--- config.mk ---
export PLATFORM = sky130hd
export DESIGN_NAME = spi_target_regfile
export DESIGN_NICKNAME = d
export VERILOG_FILES = /design/src/rtl/spi_target_regfile_pkg.sv /design/src/rtl/spi_target_regfile_sync_edge.sv /design/src/rtl/spi_target_regfile.sv
export SDC_FILE = /design/constraint.sdc
export NUM_CORES = 1
export LEC_CHECK = 0
export ABC_CLOCK_PERIOD_IN_PS = 3800
export CORE_UTILIZATION = 59
export DETAILED_ROUTE_END_ITERATION = 8
export MAX_ROUTING_LAYER = met4
export PLACE_DENSITY = 0.78
export SLEW_MARGIN = 20
export SYNTH_ARGS = -nofsm -noshare
export SYNTH_HDL_FRONTEND = slang
export SYNTH_SLANG_ARGS = --single-unit
--- constraint.sdc ---
create_clock -name clk_i -period 3.8 [get_ports clk_i]
set_input_delay 0.76 -clock clk_i [delete_from_list [all_inputs] [get_ports clk_i]]
set_output_delay 0.76 -clock clk_i [all_outputs]
set_load 0.1 [all_outputs]
--- src/rtl/spi_target_regfile_pkg.sv ---
// Shared SPI frame definitions: command layout, FSM encodings and command decode helpers.
// The CPU-side SPI master regfile uses the same values, so the two ends of the link agree on framing.
package spi_target_regfile_pkg;

  localparam int W_CMD        = 8;
  localparam int CMD_RW_BIT   = 7;
  localparam int CMD_ADDR_MSB = 6;
  localparam int CMD_ADDR_LSB = 0;
  localparam int W_CMD_ADDR   = CMD_ADDR_MSB - CMD_ADDR_LSB + 1;

  localparam logic CMD_WRITE = 1'b1;
  localparam logic CMD_READ  = 1'b0;

  localparam logic [2:0] ST_IDLE  = 3'd0;
  localparam logic [2:0] ST_CMD   = 3'd1;
  localparam logic [2:0] ST_WDATA = 3'd2;
  localparam logic [2:0] ST_RDATA = 3'd3;
  localparam logic [2:0] ST_DONE  = 3'd4;

  typedef struct packed {
    logic                  rw;
    logic [W_CMD_ADDR-1:0] addr;
  } cmd_t;

  function automatic cmd_t decodeCmd(input logic [W_CMD-1:0] raw);
    cmd_t c;
    c.rw   = raw[CMD_RW_BIT];
    c.addr = raw[CMD_ADDR_MSB:CMD_ADDR_LSB];
    return c;
  endfunction

  // The command carries a 7-bit address but the bank is usually smaller.
  function automatic logic addrInRange(input logic [W_CMD_ADDR-1:0] addr, input int nRegs);
    return int'(addr) < nRegs;
  endfunction

endpackage

--- src/rtl/spi_target_regfile_sync_edge.sv ---
// Multi-flop synchronizer for one asynchronous SPI pin, with rise/fall pulses on the synced level.
// The reset value lets cs_n come out of reset deasserted (high) and sclk idle (low).
module spi_target_regfile_sync_edge #(
  parameter int   STAGES    = 2,
  parameter logic RESET_VAL = 1'b0
) (
  input  logic clk_i,
  input  logic rst_ni,
  input  logic d_i,
  output logic q_o,
  output logic rise_o,
  output logic fall_o
);

  logic [STAGES-1:0] sync_q;
  logic              prev_q;

  always_ff @(posedge clk_i or negedge rst_ni) begin
    if (!rst_ni) begin
      sync_q <= {STAGES{RESET_VAL}};
      prev_q <= RESET_VAL;
    end else begin
      sync_q <= {sync_q[STAGES-2:0], d_i};
      prev_q <= sync_q[STAGES-1];
    end
  end

  assign q_o    = sync_q[STAGES-1];
  assign rise_o = q_o & ~prev_q;
  assign fall_o = ~q_o & prev_q;

endmodule

--- src/rtl/spi_target_regfile.sv ---
// SPI mode-0 target with a local register bank: 8-bit command then W_DATA data bits per frame.
// Pins are oversampled by clk_i; writes appear locally as a one-cycle wr_valid_o strobe.
module spi_target_regfile
  import spi_target_regfile_pkg::*;
#(
  parameter int W_DATA      = 32,
  parameter int N_REGS      = 8,
  parameter int SYNC_STAGES = 2,
  localparam int W_ADDR     = $clog2(N_REGS)
) (
  input  logic              clk_i,
  input  logic              rst_ni,
  input  logic              sclk_i,
  input  logic              cs_n_i,
  input  logic              mosi_i,
  output logic              miso_o,
  output logic              miso_oe_o,
  output logic              wr_valid_o,
  output logic [W_ADDR-1:0] wr_addr_o,
  output logic [W_DATA-1:0] wr_data_o,
  output logic              frame_err_o,
  input  logic [W_ADDR-1:0] loc_ra_i,
  output logic [W_DATA-1:0] loc_rd_o
);

  localparam int         FRAME_BITS = W_CMD + W_DATA;
  localparam logic [5:0] CMD_LAST   = 6'(W_CMD - 1);
  localparam logic [5:0] FRAME_LAST = 6'(FRAME_BITS - 1);

  logic sclkRise, sclkFall, csSync, mosiSync;
  logic unusedSclkLevel, unusedCsRise, unusedCsFall, unusedMosiRise, unusedMosiFall;

  spi_target_regfile_sync_edge #(.STAGES(SYNC_STAGES), .RESET_VAL(1'b0)) u_sync_sclk (
    .clk_i  (clk_i),
    .rst_ni (rst_ni),
    .d_i    (sclk_i),
    .q_o    (unusedSclkLevel),
    .rise_o (sclkRise),
    .fall_o (sclkFall)
  );

  spi_target_regfile_sync_edge #(.STAGES(SYNC_STAGES), .RESET_VAL(1'b1)) u_sync_cs (
    .clk_i  (clk_i),
    .rst_ni (rst_ni),
    .d_i    (cs_n_i),
    .q_o    (csSync),
    .rise_o (unusedCsRise),
    .fall_o (unusedCsFall)
  );

  spi_target_regfile_sync_edge #(.STAGES(SYNC_STAGES), .RESET_VAL(1'b0)) u_sync_mosi (
    .clk_i  (clk_i),
    .rst_ni (rst_ni),
    .d_i    (mosi_i),
    .q_o    (mosiSync),
    .rise_o (unusedMosiRise),
    .fall_o (unusedMosiFall)
  );

  logic [2:0]        state_q, stateD;
  logic [5:0]        bitCnt_q, bitCntD;
  logic [W_CMD-1:0]  cmd_q, cmdD;
  logic [W_DATA-1:0] rx_q, rxD;
  logic [W_DATA-1:0] tx_q, txD;
  logic              miso_q, misoD;
  logic              frameErr_q, frameErrD;
  logic              wrValid_q;
  logic [W_ADDR-1:0] wrAddr_q;
  logic [W_DATA-1:0] wrData_q;
  logic [W_DATA-1:0] bank_q [N_REGS];

  logic              wrCommit;
  logic [W_ADDR-1:0] wrIdx;
  cmd_t              cmdNext;
  logic [W_DATA-1:0] snapshot;

  // cmdNext is the command as it will look once the current mosi bit is shifted in.
  assign cmdNext  = decodeCmd({cmd_q[W_CMD-2:0], mosiSync});
  assign snapshot = addrInRange(cmdNext.addr, N_REGS) ? bank_q[cmdNext.addr[W_ADDR-1:0]] : '0;
  assign wrIdx    = cmd_q[W_ADDR-1:0];

  always_comb begin
    stateD    = state_q;
    bitCntD   = bitCnt_q;
    cmdD      = cmd_q;
    rxD       = rx_q;
    txD       = tx_q;
    misoD     = miso_q;
    frameErrD = 1'b0;
    wrCommit  = 1'b0;
    case (state_q)
      ST_IDLE: begin
        misoD = 1'b0;
        if (!csSync) begin
          stateD  = ST_CMD;
          bitCntD = '0;
        end
      end
      ST_CMD: begin
        if (csSync) begin
          stateD    = ST_IDLE;
          frameErrD = (bitCnt_q != '0);
          bitCntD   = '0;
        end else if (sclkRise) begin
          cmdD    = {cmd_q[W_CMD-2:0], mosiSync};
          bitCntD = bitCnt_q + 6'd1;
          if (bitCnt_q == CMD_LAST) begin
            if (cmdNext.rw == CMD_WRITE) begin
              stateD = ST_WDATA;
            end else if (cmdNext.rw == CMD_READ) begin
              stateD = ST_RDATA;
              txD    = snapshot;
            end
          end
        end
      end
      ST_WDATA: begin
        if (csSync) begin
          stateD    = ST_IDLE;
          frameErrD = 1'b1;
          bitCntD   = '0;
        end else if (sclkRise) begin
          rxD     = {rx_q[W_DATA-2:0], mosiSync};
          bitCntD = bitCnt_q + 6'd1;
          if (bitCnt_q == FRAME_LAST) begin
            stateD   = ST_DONE;
            wrCommit = addrInRange(cmd_q[CMD_ADDR_MSB:CMD_ADDR_LSB], N_REGS);
          end
        end
      end
      ST_RDATA: begin
        if (csSync) begin
          stateD    = ST_IDLE;
          frameErrD = 1'b1;
          bitCntD   = '0;
          misoD     = 1'b0;
        end else begin
          if (sclkFall) begin
            misoD = tx_q[W_DATA-1];
            txD   = {tx_q[W_DATA-2:0], 1'b0};
          end
          if (sclkRise) begin
            bitCntD = bitCnt_q + 6'd1;
            if (bitCnt_q == FRAME_LAST) begin
              stateD = ST_DONE;
              misoD  = 1'b0;
            end
          end
        end
      end
      ST_DONE: begin
        misoD = 1'b0;
        if (csSync) begin
          stateD  = ST_IDLE;
          bitCntD = '0;
        end
      end
      default: begin
        stateD  = ST_IDLE;
        bitCntD = '0;
        misoD   = 1'b0;
      end
    endcase
  end

  always_ff @(posedge clk_i or negedge rst_ni) begin
    if (!rst_ni) begin
      state_q    <= ST_IDLE;
      bitCnt_q   <= '0;
      cmd_q      <= '0;
      rx_q       <= '0;
      tx_q       <= '0;
      miso_q     <= 1'b0;
      frameErr_q <= 1'b0;
    end else begin
      state_q    <= stateD;
      bitCnt_q   <= bitCntD;
      cmd_q      <= cmdD;
      rx_q       <= rxD;
      tx_q       <= txD;
      miso_q     <= misoD;
      frameErr_q <= frameErrD;
    end
  end

  // The bank update and the wr_valid strobe land on the same edge, so local logic
  // sampling loc_rd on the strobe cycle already sees the new value.
  always_ff @(posedge clk_i or negedge rst_ni) begin
    if (!rst_ni) begin
      wrValid_q <= 1'b0;
      wrAddr_q  <= '0;
      wrData_q  <= '0;
      for (int i = 0; i < N_REGS; i++) begin
        bank_q[i] <= '0;
      end
    end else begin
      wrValid_q <= wrCommit;
      if (wrCommit) begin
        bank_q[wrIdx] <= rxD;
        wrAddr_q      <= wrIdx;
        wrData_q      <= rxD;
      end
    end
  end

  assign miso_o      = miso_q;
  assign miso_oe_o   = ~csSync;
  assign wr_valid_o  = wrValid_q;
  assign wr_addr_o   = wrAddr_q;
  assign wr_data_o   = wrData_q;
  assign frame_err_o = frameErr_q;
  assign loc_rd_o    = bank_q[loc_ra_i];

endmodule

==> run summary, run 1 <==
Num CTS Buffers - 43
post-synthesis sequential area ratio - 50.0%
flop-to-flop setup slack - 0.68 ns
Synth Area in Compound Gates - 5.14%
Final Wtd Congestion - 0.816
ys flop type - dfrtp_1
CTS tree - yes
LEAKAGE - 10.6 nW
global-route wire length before repair - 72,500 um
Hold Buf Count CTS - 0
unrepaired setup endpoints after global routing - no
status - complete, no violations
worst r2r dst - bank_q[46]
total number of vias - 11,500
R2R cell count - 5
TritonCTS Sinks - 381
Total Routing Usage GR - 29.2%
Post-Synth Adder-Cell Area - 0.131%
synth warn - 0
Max IR drop VDD - 0.000360 V
Yosys cell types - 52
Worst Setup End Kind - flip-flop
pin slew with the least headroom to its limit - 0.998 ns
post-route setup slack - 0.676 ns
max-cap viol count - 0
number of synthesized flops with an enable pin - 0
Worst-path clk slew - 0.06 ns
Synth area leader - dfrtp_1
FMAX - 320 MHz
top-level I/O count - 79
Min-Delay Path Class - input port to async pin
die area - 33,100 um^2
First DRT Iteration DRCs - 867
simple-gate share of the synthesized area - 3.20%
Yosys top cell area share - 49.7%
area delta synth->final - 16.1%
P per Cell Area - 421 nW/um^2
Port Buffers - 78
Initial Util - 60.2%
Mean Syn Cell Area - 15.2 um^2
worst skew pair latency - 0.53 ns
grt ovf - 0
post-CTS setup buffer count - 0
most frequent cells after synthesis - dfrtp_1 (379), mux2_2 (241), mux2_4 (120), mux4_2 (97), mux2i_1 (65)
CP Launch Type - flip-flop
Async SR Flop Fraction - 100%
antenna-violating nets left - 0
Vias/cell - 6.58
CORE AREA - 31,700 um^2
post-place setup slack - 0.679 ns
Synth Area in XOR/XNOR - 0.0459%
Setup TNS - 0 ns
Initial DRT Pass Iterations - 5
detailed placer's ending HPWL - 26,500 um
# diodes - 0
main combinational cell family by area after synthesis - multiplexers
mapped cell area - 19,100 um^2
initial antenna violation count - 0
Die Ht - 182 um
clock tree buffer depth - 3
CP Data Arrival Time - 3.53 ns
cts repair resizes - 0
fin crit period - 3.12 ns
Remaining DRCs - 0
Max Transition Viols Final - 0
dpl cells - 1,679
mux contribution to synthesized area - 38.5%
H-tree depth - 2
data required time at the worst endpoint - 4.21 ns
worst-path fanout max - 32
final worst-path cycle share - 82.2%
Setup Viol. Count Final - 0
vias in the first global route - 12,500
syn_nets - 1,270
largest net degree at the start of global routing - 110
nets@finish - 1,332
Clock Skew - 0.0127 ns
top cells by area, synth - dfrtp_1 (50%), mux2_2 (14%), mux4_2 (11%), mux2_4 (9.4%), mux2i_1 (3.4%)
Storage cell area - 9540 um^2
clk root buf - clkbuf_16
die width - 182 um
routed len/inst - 25.4 um
Max transition margin - 33.3%
Routed Wire Length - 44,500 um
WS Path Type - flip-flop to flip-flop
launching point of the worst reg2reg path - bitCnt_q[0]
#FFs+latches synth - 381
floorplan row count - 65
most frequent cell after synthesis - dfrtp_1
Syn Inst Count - 1,260
Finished Layout Cells - 1,753
proportion of layout cells with a drive suffix above 1 - 46.3%
Hold Vio Cnt, Final - 0
Fillers - 2,064
multi-input logic area - 9040 um^2
==> worst max path at each step <==
| stage | startpoint | endpoint | slack (ns) | cells past startpoint |
|---|---|---|---|---|
| global placement | loc_ra_i[0] | loc_rd_o[31] | 0.69 | 5 |
| finish | bitCnt_q[0] | bank_q[46] | 0.68 | 5 |
| floorplan | loc_ra_i[0] | loc_rd_o[11] | 0.32 | 4 |
| global route | bitCnt_q[0] | bank_q[9] | 0.59 | 5 |
| detailed placement | loc_ra_i[0] | loc_rd_o[14] | 0.68 | 5 |
| CTS | loc_ra_i[0] | loc_rd_o[14] | 0.66 | 5 |
==> where the power goes <==
group	switching [mW]	leakage (nW)	total, mW	internal, mW
Combinational	0.603	4.59	0.932	0.329
Sequential	0.0747	5.30	4.16	4.08
Clock	1.60	0.717	4.23	2.63
==> cell families (layout without fill, tap and decap cells) <==
kind of cell               after synthesis  count (layout)
muxes                                  523             523
DFF                                    381             381
AOI/OAI and AO/OA                      147             147
buffers and inverters                  111             202
and+or+nand+nor                         95              95
adders and majority gates                2               2
xor gates and xnor gates                 1               1
==> cell type report <==
class	count	area share, %
Sequential cell	381	43.1
Inverter	9	0.152
Clock buffer	69	6.12
Tap cell	402	2.27
Multi-Input combinational cell	768	40.8
Clock inverter	5	0.452
Timing Repair Buffer	119	7.12
==> layer usage <==
layer	vias up	GRT usage (%)	share of wire (%)
li1	4925	-	-
met1	6156	40.0	43
met2	379	45.8	49
met3	77	4.81	5.6
met4	0	7.97	1.9
met5	-	-	0
==> sequential cells by signal, summed over array words and instances, names as in the netlist <==
register / cells
bitCnt_q: 6
state_q: 3
tx_q: 32
bank_q: 256
u_sync_sclk.sync_q: 2
u_sync_mosi.sync_q: 2
u_sync_sclk.prev_q: 1
wr_valid_o: 1
wr_data_o: 32
cmd_q: 7
wr_addr_o: 3
frame_err_o: 1
miso_o: 1
u_sync_cs.sync_q: 2
rx_q: 32
==> cell usage in the layout, fill, tap and decap left out, types with 3 or more instances in the layout <==
master	instances
dfrtp_1	376
mux2_2	241
mux2_4	120
mux4_2	97
mux2i_1	65
a21oi_1	57
buf_12	46
clkbuf_16	45
clkdlybuf4s50_1	42
a22oi_1	31
nand2b_1	28
buf_4	28
a32oi_1	24
nand2_1	18
clkbuf_8	14
clkbuf_1	10
inv_1	9
o211ai_1	7
a31oi_1	7
nor3_1	6
nor2b_1	4
nor2_1	4
nor4_4	4
or4_4	4
o21ai_0	4
or3_1	3
bufinv_16	3
==> critical path: stages, from the launching register on <==
cell,delay [ns]
dfrtp_1,0.39
ha_1,0.26
nor4bb_1,0.46
nand4_2,0.43
or4_4,0.99
mux2_4,0.43
==> metrics by stage <==
step | hold slack, ns | instance area, um^2 | util, % | power [mW]
2_1_floorplan | 0.331 | 19100 | - | 4.76
3_3_place_gp | 0.336 | 20700 | 65.3 | 5.14
3_5_place_dp | 0.341 | 20700 | 65.3 | 5.16
4_1_cts | 0.345 | 22200 | 69.9 | 9.37
5_1_grt | 0.364 | 22200 | 69.9 | 9.64
6_report | 0.295 | 22200 | 69.9 | 9.32
No activity file was read; power rests on OpenSTA's default activity.
==> run 2, diff against run 1 <==
ABC_CLOCK_PERIOD_IN_PS = 3100   (was 3800)
clock period = 3.1 ns   (was 3.8 ns; I/O delays follow)
==> run summary, run 2 (synthesis results as in run 1) <==
top layer in use - met4 (unchanged)
Finished Layout Cells - 1,772 (was 1,753)
routed len/inst - 25.1 um (was 25.4 um)
CP Data Arrival Time - 3.28 ns (was 3.53 ns)
grt ovf - 0 (unchanged)
multi-input logic area - 9040 um^2 (unchanged)
status - complete, no violations (unchanged)
sw frac - 24.6% (was 24.5%)
CTS tree - yes (unchanged)
Hold Buf Count CTS - 1 (was 0)
cts repair resizes - 0 (unchanged)
Clock Skew - 0.0165 ns (was 0.0127 ns)
data required time at the worst endpoint - 3.52 ns (was 4.21 ns)
post-CTS setup buffer count - 0 (unchanged)
Port Buffers - 78 (unchanged)
global-route wire length before repair - 71,900 um (was 72,500 um)
switching power total - 2.91 mW (was 2.28 mW)
Min-Delay Path Class - flip-flop to flip-flop (was input port to async pin)
Int Power - 8.89 mW (was 7.04 mW)
die width - 182 um (unchanged)
Setup TNS - 0 ns (unchanged)
antenna-violating nets left - 0 (unchanged)
most frequent cells in the layout - dfrtp_1 (376), mux2_2 (241), mux2_4 (120) (unchanged)
Vias/cell - 6.58 (about the same)
clock power share - 46.9% (was 45.4%)
combinational power share - 10.0% (about the same)
floorplan row count - 65 (unchanged)
LEAKAGE - 10.8 nW (was 10.6 nW)
register share of total power - 43.1% (was 44.6%)
Routed Wire Length - 44,600 um (was 44,500 um)
initial antenna violation count - 0 (unchanged)
met2 wire len - 21,200 um (was 21,900 um)
Worst-path clk slew - 0.06 ns (about the same)
WS Path Type - flip-flop to flip-flop (unchanged)
final worst-path cycle share - 92.3% (was 82.2%)
max reg flops - 256 (unchanged)
Storage cell area - 9540 um^2 (unchanged)
Remaining DRCs - 0 (unchanged)
die area - 33,100 um^2 (unchanged)
Final Power - 11.8 mW (was 9.32 mW)
Total Routing Usage GR - 29.1% (was 29.2%)
P per Cell Area - 529 nW/um^2 (was 421 nW/um^2)
Die Ht - 182 um (unchanged)
largest net degree at the start of global routing - 90 (was 110)
detailed placer's ending HPWL - 27,000 um (was 26,500 um)
WL met3 - 2580 um (was 2490 um)
max-cap viol count - 0 (unchanged)
dpl cells - 1,693 (was 1,679)
H-tree depth - 2 (unchanged)
clock tree buffer depth - 3 (unchanged)
Worst Setup End Kind - flip-flop (unchanged)
fin crit period - 2.86 ns (was 3.12 ns)
clk root buf - clkbuf_16 (unchanged)
nets@finish - 1,346 (was 1,332)
register name with the most flops - bank_q (unchanged)
First DRT Iteration DRCs - 867 (unchanged)
M1 WL - 19,600 um (was 19,200 um)
Final Wtd Congestion - 0.831 (was 0.816)
Num CTS Buffers - 42 (was 43)
top-level I/O count - 79 (unchanged)
Initial DRT Pass Iterations - 7 (was 5)
# diodes - 0 (unchanged)
proportion of layout cells with a drive suffix above 1 - 50.1% (was 46.3%)
vias in the first global route - 12,300 (was 12,500)
Max transition margin - 36.2% (was 33.3%)
Max IR drop VDD - 0.000436 V (was 0.000360 V)
area delta synth->final - 16.9% (was 16.1%)
pin slew with the least headroom to its limit - 0.956 ns (was 0.998 ns)
CP Launch Type - flip-flop (unchanged)
CORE AREA - 31,700 um^2 (unchanged)
Setup Viol. Count Final - 0 (unchanged)
Max Transition Viols Final - 0 (unchanged)
final core utilization - 70.4% (was 69.9%)
TritonCTS Sinks - 381 (unchanged)
unrepaired setup endpoints after global routing - no (unchanged)
Hold Vio Cnt, Final - 0 (unchanged)
Fillers - 2,040 (was 2,064)
commonest non-fill, non-tap cell in the layout - dfrtp_1 (unchanged)
Initial Util - 60.2% (unchanged)
worst-path fanout max - 20 (was 32)
total number of vias - 11,700 (was 11,500)
FMAX - 349 MHz (was 320 MHz)
worst skew pair latency - 0.55 ns (was 0.53 ns)
## run 2: cell count changes in the layout (fill, tap and decap cells not counted)
cell / change
buf_12: +3
clkbuf_16: -2
clkdlybuf4s50_1: -39
clkbuf_1: -5
inv_6: +3
buf_4: +50
clkbuf_8: -7
inv_16: +1
clkinv_2: +8
dlygate4sd3_1: +1
o311ai_1: -1
bufinv_16: +6
o311ai_0: +1
## run 2: stage by stage
step	hold WS (ns)	area, um^2	setup slack [ns]
3_3_place_gp	0.339	20700	0.349
3_5_place_dp	0.340	20700	0.290
6_report	0.349	22300	0.237
2_1_floorplan	0.324	19100	0.162
4_1_cts	0.354	22300	0.285
5_1_grt	0.363	22300	0.132
## run 2: path summary, 6_finish.rpt
path                                        from                     to  slack, ns  cells past startpoint
setup / recovery                     bitCnt_q[1]            bank_q[215]       0.24                      7
hold / removal             u_sync_sclk.sync_q[0]  u_sync_sclk.sync_q[1]       0.35                      0
setup reg to reg                     bitCnt_q[1]            bank_q[215]       0.24                      7
hold reg to reg            u_sync_sclk.sync_q[0]  u_sync_sclk.sync_q[1]       0.35                      0
max in group asynchronous                 rst_ni             wr_valid_o       1.73                      3
min in group asynchronous                 rst_ni          wr_data_o[30]       0.58                      2
## run 2: area by class of cell
class / count / share of cell area [%]
clock buffers: 55 / 5.34
clock inverters: 23 / 1.64
inverters: 9 / 0.151
multi-input cells: 768 / 40.5
flip-flops and latches: 381 / 42.8
well taps: 402 / 2.25
repair buffers: 134 / 7.31
## run 2: power by group through the flow
stage	Clock [mW]	Sequential [mW]	Combinational, mW
after CTS	5.62	5.09	1.17
after floorplan	0	5.12	0.722
after detailed placement	0	5.18	1.16
final	5.53	5.09	1.18
after global placement	0	5.17	1.14
after global routing	5.80	5.09	1.27
## run 2: per-layer routing
layer | global-route usage (%) | up-vias
met2 | 44.4 | 418
met1 | 40.1 | 6148
met4 | 9.51 | 0
met5 | - | -
met3 | 4.79 | 113
li1 | - | 4975
## run 2: worst max-delay path, cell delays in order (launching register included)
cell	delay, ns
dfrtp_1	0.39
ha_1	0.26
nor4bb_1	0.49
nand4_2	0.27
buf_4	0.26
nor4_4	0.26
buf_4	0.43
mux2_2	0.39
